===== config.mk =====
export PLATFORM = sky130hd
export DESIGN_NAME = enemy_control
export DESIGN_NICKNAME = d
export VERILOG_FILES = /design/src/rtl/enemy_control.sv
export SDC_FILE = /design/constraint.sdc
export NUM_CORES = 1
export LEC_CHECK = 0
export CAP_MARGIN = 10
export CELL_PAD_IN_SITES_DETAIL_PLACEMENT = 1
export CELL_PAD_IN_SITES_GLOBAL_PLACEMENT = 1
export CORE_MARGIN = 8
export CORE_UTILIZATION = 25
export DETAILED_ROUTE_END_ITERATION = 6
export PLACE_DENSITY = 0.58
export SYNTH_ARGS = -nofsm -noshare
export SYNTH_HDL_FRONTEND = slang
export SYNTH_SLANG_ARGS = --single-unit

===== constraint.sdc =====
create_clock -name clk -period 2.7 [get_ports clk]
set_clock_uncertainty 0.1 [all_clocks]
set_input_delay 0.675 -clock clk [delete_from_list [all_inputs] [get_ports clk]]
set_output_delay 0.675 -clock clk [all_outputs]
set_load 0.01 [all_outputs]

===== src/rtl/enemy_control.sv =====
// enemy_control: per-frame sequencer that erases the old enemy sprites, loads new
// coordinates, redraws them, then signals completion; pause freezes an active pass.
module enemy_control #(
  parameter int NUM_ENEMY     = 10,
  parameter int PIX_PER_ENEMY = 25,
  parameter int CW            = 8
) (
  input  logic clk,
  input  logic reset_n,
  input  logic frame_tick,
  input  logic pause,
  output logic load_coord,
  output logic enable,
  output logic op,
  output logic plot,
  output logic busy,
  output logic done,
  output logic overrun
);
  localparam int P = NUM_ENEMY * PIX_PER_ENEMY;
  localparam logic [CW-1:0] LAST = CW'(P - 1);
  typedef enum logic [2:0] {IDLE, ERASE, LOAD, DRAW, DONE} state_t;
  state_t state_q, state_d;
  logic [CW-1:0] cnt_q, cnt_d;
  logic first_q, first_d;
  // enable is the registered "unpaused pass cycle" flag, so it also gates the counter
  always_comb begin
    state_d = state_q;
    cnt_d   = cnt_q;
    case (state_q)
      IDLE:        state_d = frame_tick ? (first_q ? LOAD : ERASE) : IDLE;
      ERASE, DRAW: if (enable) begin
        cnt_d   = (cnt_q == LAST) ? '0 : cnt_q + 1'b1;
        state_d = (cnt_q != LAST) ? state_q : (state_q == ERASE) ? LOAD : DONE;
      end
      LOAD:        state_d = DRAW;
      DONE:        state_d = IDLE;
      default:     state_d = IDLE;
    endcase
    first_d = first_q && (state_d != LOAD);
  end
  always_ff @(posedge clk or negedge reset_n) begin
    if (!reset_n) begin
      state_q    <= IDLE;
      cnt_q      <= '0;
      first_q    <= 1'b1;
      load_coord <= 1'b0;
      enable     <= 1'b0;
      op         <= 1'b0;
      plot       <= 1'b0;
      busy       <= 1'b0;
      done       <= 1'b0;
      overrun    <= 1'b0;
    end else begin
      state_q    <= state_d;
      cnt_q      <= cnt_d;
      first_q    <= first_d;
      load_coord <= state_d == LOAD;
      enable     <= (state_d == ERASE || state_d == DRAW) && !pause;
      plot       <= (state_d == ERASE || state_d == DRAW) && !pause;
      op         <= state_d == DRAW;
      busy       <= state_d != IDLE;
      done       <= state_d == DONE;
      overrun    <= frame_tick && busy;
    end
  end
endmodule


Word level (Yosys, flattened, before mapping)
Cells that the tools add are included.
{"block": "classes", "reduce_logical": 9, "mul": 0, "n_mux": 7, "div": 0, "bitwise_logic": 0, "magnitude_cmp": 0, "n_addsub": 1, "n_shift": 0, "n_eq_ne": 10}
{"op": "$eq A3 B2 Y1 const B", "count": 4}
{"op": "$mux W3", "count": 3}
{"op": "$pmux W3 S3", "count": 1}
{"op": "$add A8 B1 Y8 const B", "count": 1}
{"op": "$eq A8 B8 Y1 const B", "count": 1}
{"op": "$mux W8", "count": 1}
{"op": "$ne A8 B8 Y1 const B", "count": 1}
{"op": "$eq A3 B1 Y1 const B", "count": 2}
{"op": "$mux W2", "count": 2}
{"op": "$eq A3 B3 Y1 const B", "count": 1}
{"op": "$logic_and A1 B1 Y1", "count": 3}
{"op": "$logic_not A3 Y1", "count": 1}
{"op": "$ne A3 B2 Y1 const B", "count": 1}
{"op": "$reduce_bool A3 Y1", "count": 1}
{"op": "$reduce_and A2 Y1", "count": 1}
{"op": "$reduce_or A2 Y1", "count": 1}
{"op": "$logic_not A1 Y1", "count": 1}
{"op": "$logic_or A1 B1 Y1", "count": 1}
{"block": "totals", "memories": 0, "ram_bits": 0, "romBits": 0, "latchBits": 0, "ff_bits": 18, "word_cells": 36, "input_bits": 4}

Logic depth before layout (Yosys ltp)
{"block": "depth", "word_depth": 8, "ltp_mapped": 5}

Worst setup path before layout
Ideal clock, no wire load.
{"block": "synth_timing", "path_kind": "reg2reg", "from": "reg state_q[2]", "to": "reg cnt_q[7]", "arrival_ns": 1.209, "slack_ns": 1.273, "path_stages_with_launch": 6, "required_time_ns": 2.482, "setup_ns": 0.118, "cell_sequence": "dfrtp_1 > buf_6 > nand3b_4 > buf_2 > a211o_1 > a21o_1"}
{"block": "synth_between", "elab_chain_cells": 3}
{"item": "start: declaration", "line": "23", "source": "state_t state_q, state_d;"}
{"item": "start signal: assignment", "line": "55", "source": "state_q <= state_d;"}
{"item": "$eq A3 B1 Y1 or $eq A3 B2 Y1 (tied branches)", "line": "30", "source": "case (state_q)"}
{"item": "$reduce_or A2 Y1 *", "line": "30"}
{"item": "$reduce_and A2 Y1 (no line) *"}
{"item": "end signal: assignment", "line": "56", "source": "cnt_q <= cnt_d;"}
{"item": "end: declaration", "line": "24", "source": "logic [CW-1:0] cnt_q, cnt_d;"}
Mark *: on every way between the ends. The rest lies on a longest branch, timed or not.
A chain may end at the register's enable or synchronous reset.

==> flow_metrics.tcl <==
set metrics [dict create \
    cp_max_fo 5 \
    path_clk_slew_ns 0.11 \
    gr-usage-met1_pct 8.93 \
    synthAdderAreaFrac_pct 2.76 \
    cts_tree "done" \
    post-dp-hpwl_microns 1510 \
    synth_compound_area_share_pct 16.3 \
    cpLargestDelayFamily "buffers and inverters" \
    wl_per_cell_microns 14.3 \
    start_util_pct 25.3 \
    track_usage_pct 7.21 \
    start_kind "register" \
    p_comb_share_pct 22.7 \
    final_layout_size_suffix_gt1_share_pct 10.2 \
    cts_buffers 3 \
    layout_common_cells "dfrtp_1, clkdlybuf4s50_1, nand2_1, inv_1, o21ai_0" \
    yosysUniqueCellTypes 39 \
    avgSynthCellArea_sq_um 10.5 \
    met2_usage_pct 11.5 \
    synth_top_family_by_area "simple AND/OR/NAND/NOR gates" \
    first_pass_iters 4 \
    coreArea_sq_um 3580 \
    p_per_area_nw_per_um2 661 \
    fin_crit_sh_pct 78.2 \
    drc 0 \
    diodes 0 \
    clock_sinks 18 \
    hold_viol 0 \
    sw_frac_of_total_pct 33.8 \
    setup_viol 0 \
    fp.dieH_microns 76.2 \
    p_int_mw 0.475 \
    maxSlewViolCount 0 \
    syn_area_sq_um 906 \
    p_leak_nw 0.460 \
    pin_count 11 \
    fin_setup_tns_ns 0 \
    ys_warn_count 0 \
    synthCells 86 \
    tightest_slew_ns 0.407 \
    synthMuxAreaShare_pct 1.10 \
    status "completed" \
    ys_seq_elements 18 \
    port_buffers 10 \
    critPathBufInv 1 \
    viasPerCell 4.87 \
    rsz0062_at_grt "false" \
    grt.overflow.total 0 \
    crit_chain "clkdlybuf4s50_1" \
    ff2ff_setup_slack_ns 1.06 \
    clockBufferDepth 2 \
    syn_to_final_growth_pct 19.9 \
    gp_congestion 0.681 \
    cpPeakStageDelay_ns 0.58 \
    postCtsSetupBuffers 0 \
    drtIter0Drc 25 \
    critical_path_class "reg2out" \
    cp-end-kind "primary output" \
    required_ns 1.92 \
    cts-root-buf "clkbuf_4" \
    ctsResizeCount 0 \
    use_met3_pct 2.12 \
    fmax_mhz 474 \
    grt-busiest-layer "met2" \
    maxSlewHeadroom_pct 72.6 \
    synth_xor_area_share_pct 0 \
    cap_violations 0 \
    grt_pass1_vias 760 \
    min_path_type "reg2reg" \
    period_needed_ns 2.11 \
    die_x_microns 76.2 \
    ctsHtreeMaxLevel 1 \
    vias 711 \
    clockPowerShare_pct 24.2 \
    ir_drop_mv 0.163 \
    hold_buffers 0 \
    cp_slowest_cell "clkdlybuf4s50_1" \
    seq_power_share_pct 53.1 \
    wl_microns 2090 \
    synthesis.nets 92 \
    final_common_cell "dfrtp_1" \
    core.rowCount 22 \
    grt_start_max_net_pins 19 \
    fin_hold_ws_ns 0.412 \
    grt_pass1_wl_microns 3490 \
    postRouteAntennaNets 0 \
    die_area_sq_um 5810 \
    seq_area_frac_synth_pct 49.9 \
    layout.nets 105 \
    yosys.area_share.simple_pct 25.3 \
    clkLatencyLatePin_ns 0.30 \
    cp.arrival_ns 1.34 \
    antenna_found_initial 0 \
    p_sw_mw 0.242 \
]
## area by class of cell
class / instances / area (sq um)
tap: 48 / 60.1
timing repair buffer: 11 / 108
inverter: 5 / 18.8
sequential: 18 / 452
clock buffer: 4 / 36.3
fill: 436 / 2490
multi-input combinational: 60 / 412
## worst register-to-register path, stage by stage (launching register included)
cell and delay, ns:
dfrtp_1 0.42, inv_1 0.07, ha_1 0.18, nand3b_1 0.21
nor3_1 0.42, and2_1 0.19
## power groups by stage
stage	sequential [mW]	clock [mW]	combinational [mW]
final	0.381	0.174	0.163
after global routing	0.390	0.191	0.180
after CTS	0.381	0.182	0.164
after detailed placement	0.387	0	0.162
after global placement	0.382	0	0.154
after floorplan	0.370	0	0.118
## sequential cells by signal, summed over array words and instances (netlist names)
register,flops
plot,1
overrun,1
load_coord,1
busy,1
op,1
state_q,3
first_q,1
cnt_q,8
done,1
## cell families after synthesis
group,Yosys count
simple gates,35
compound gates,22
flops,18
buf+inv,8
fa+ha+maj,2
mux,1
## metrics by stage
step | setup WS [ns] | power (mW) | std cells | area [sq um] | util (%)
floorplan | 1.27 | 0.488 | 86 | 906 | -
global placement | 0.914 | 0.537 | 142 | 1050 | 29.3
detailed placement | 0.875 | 0.549 | 142 | 1050 | 29.3
CTS | 0.552 | 0.728 | 146 | 1090 | 30.3
global route | 0.525 | 0.761 | 146 | 1090 | 30.3
finish | 0.588 | 0.718 | 146 | 1090 | 30.3
## path summary, 6_finish.rpt
kind	from	endpoint	cells past startpoint
worst max-delay path	plot	enable	1
worst min-delay path	busy	overrun	1
worst max register to register	cnt_q[1]	state_q[2]	5
worst min register to register	busy	overrun	1
max in group asynchronous	reset_n	first_q	2
min in group asynchronous	reset_n	cnt_q[6]	2
## Yosys cell counts (all sizes together)
cell	count	area, sq um
a211o	1	8.76
a211oi	1	7.51
a21boi	1	7.51
a21o	2	15.0
a21oi	3	15.0
a22oi	1	7.51
and2	4	25.0
and3b	3	26.3
buf	3	23.8
dfrtp	17	425
dfstp	1	26.3
ha	2	25.0
inv	5	18.8
mux2i	1	10.0
nand2	7	26.3
nand2b	1	6.26
nand3	1	5.00
nand3b	2	27.5
nand4	2	18.8
nor2	4	15.0
nor3	4	31.3
nor3b	1	7.51
nor4	2	12.5
o211ai	1	7.51
o21a	1	7.51
o21ai	5	25.0
o21bai	1	7.51
o221ai	1	8.76
o22ai	1	6.26
o311ai	1	8.76
o31ai	2	15.0
or2	1	6.26
or3	1	6.26
or4	2	15.0
## layer usage
layer,vias up,part of all wire (%)
met5,-,0
met4,0,0.58
li1,337,-
met1,361,49
met3,2,3.7
met2,11,47
Power figures use the tool's default switching activity.
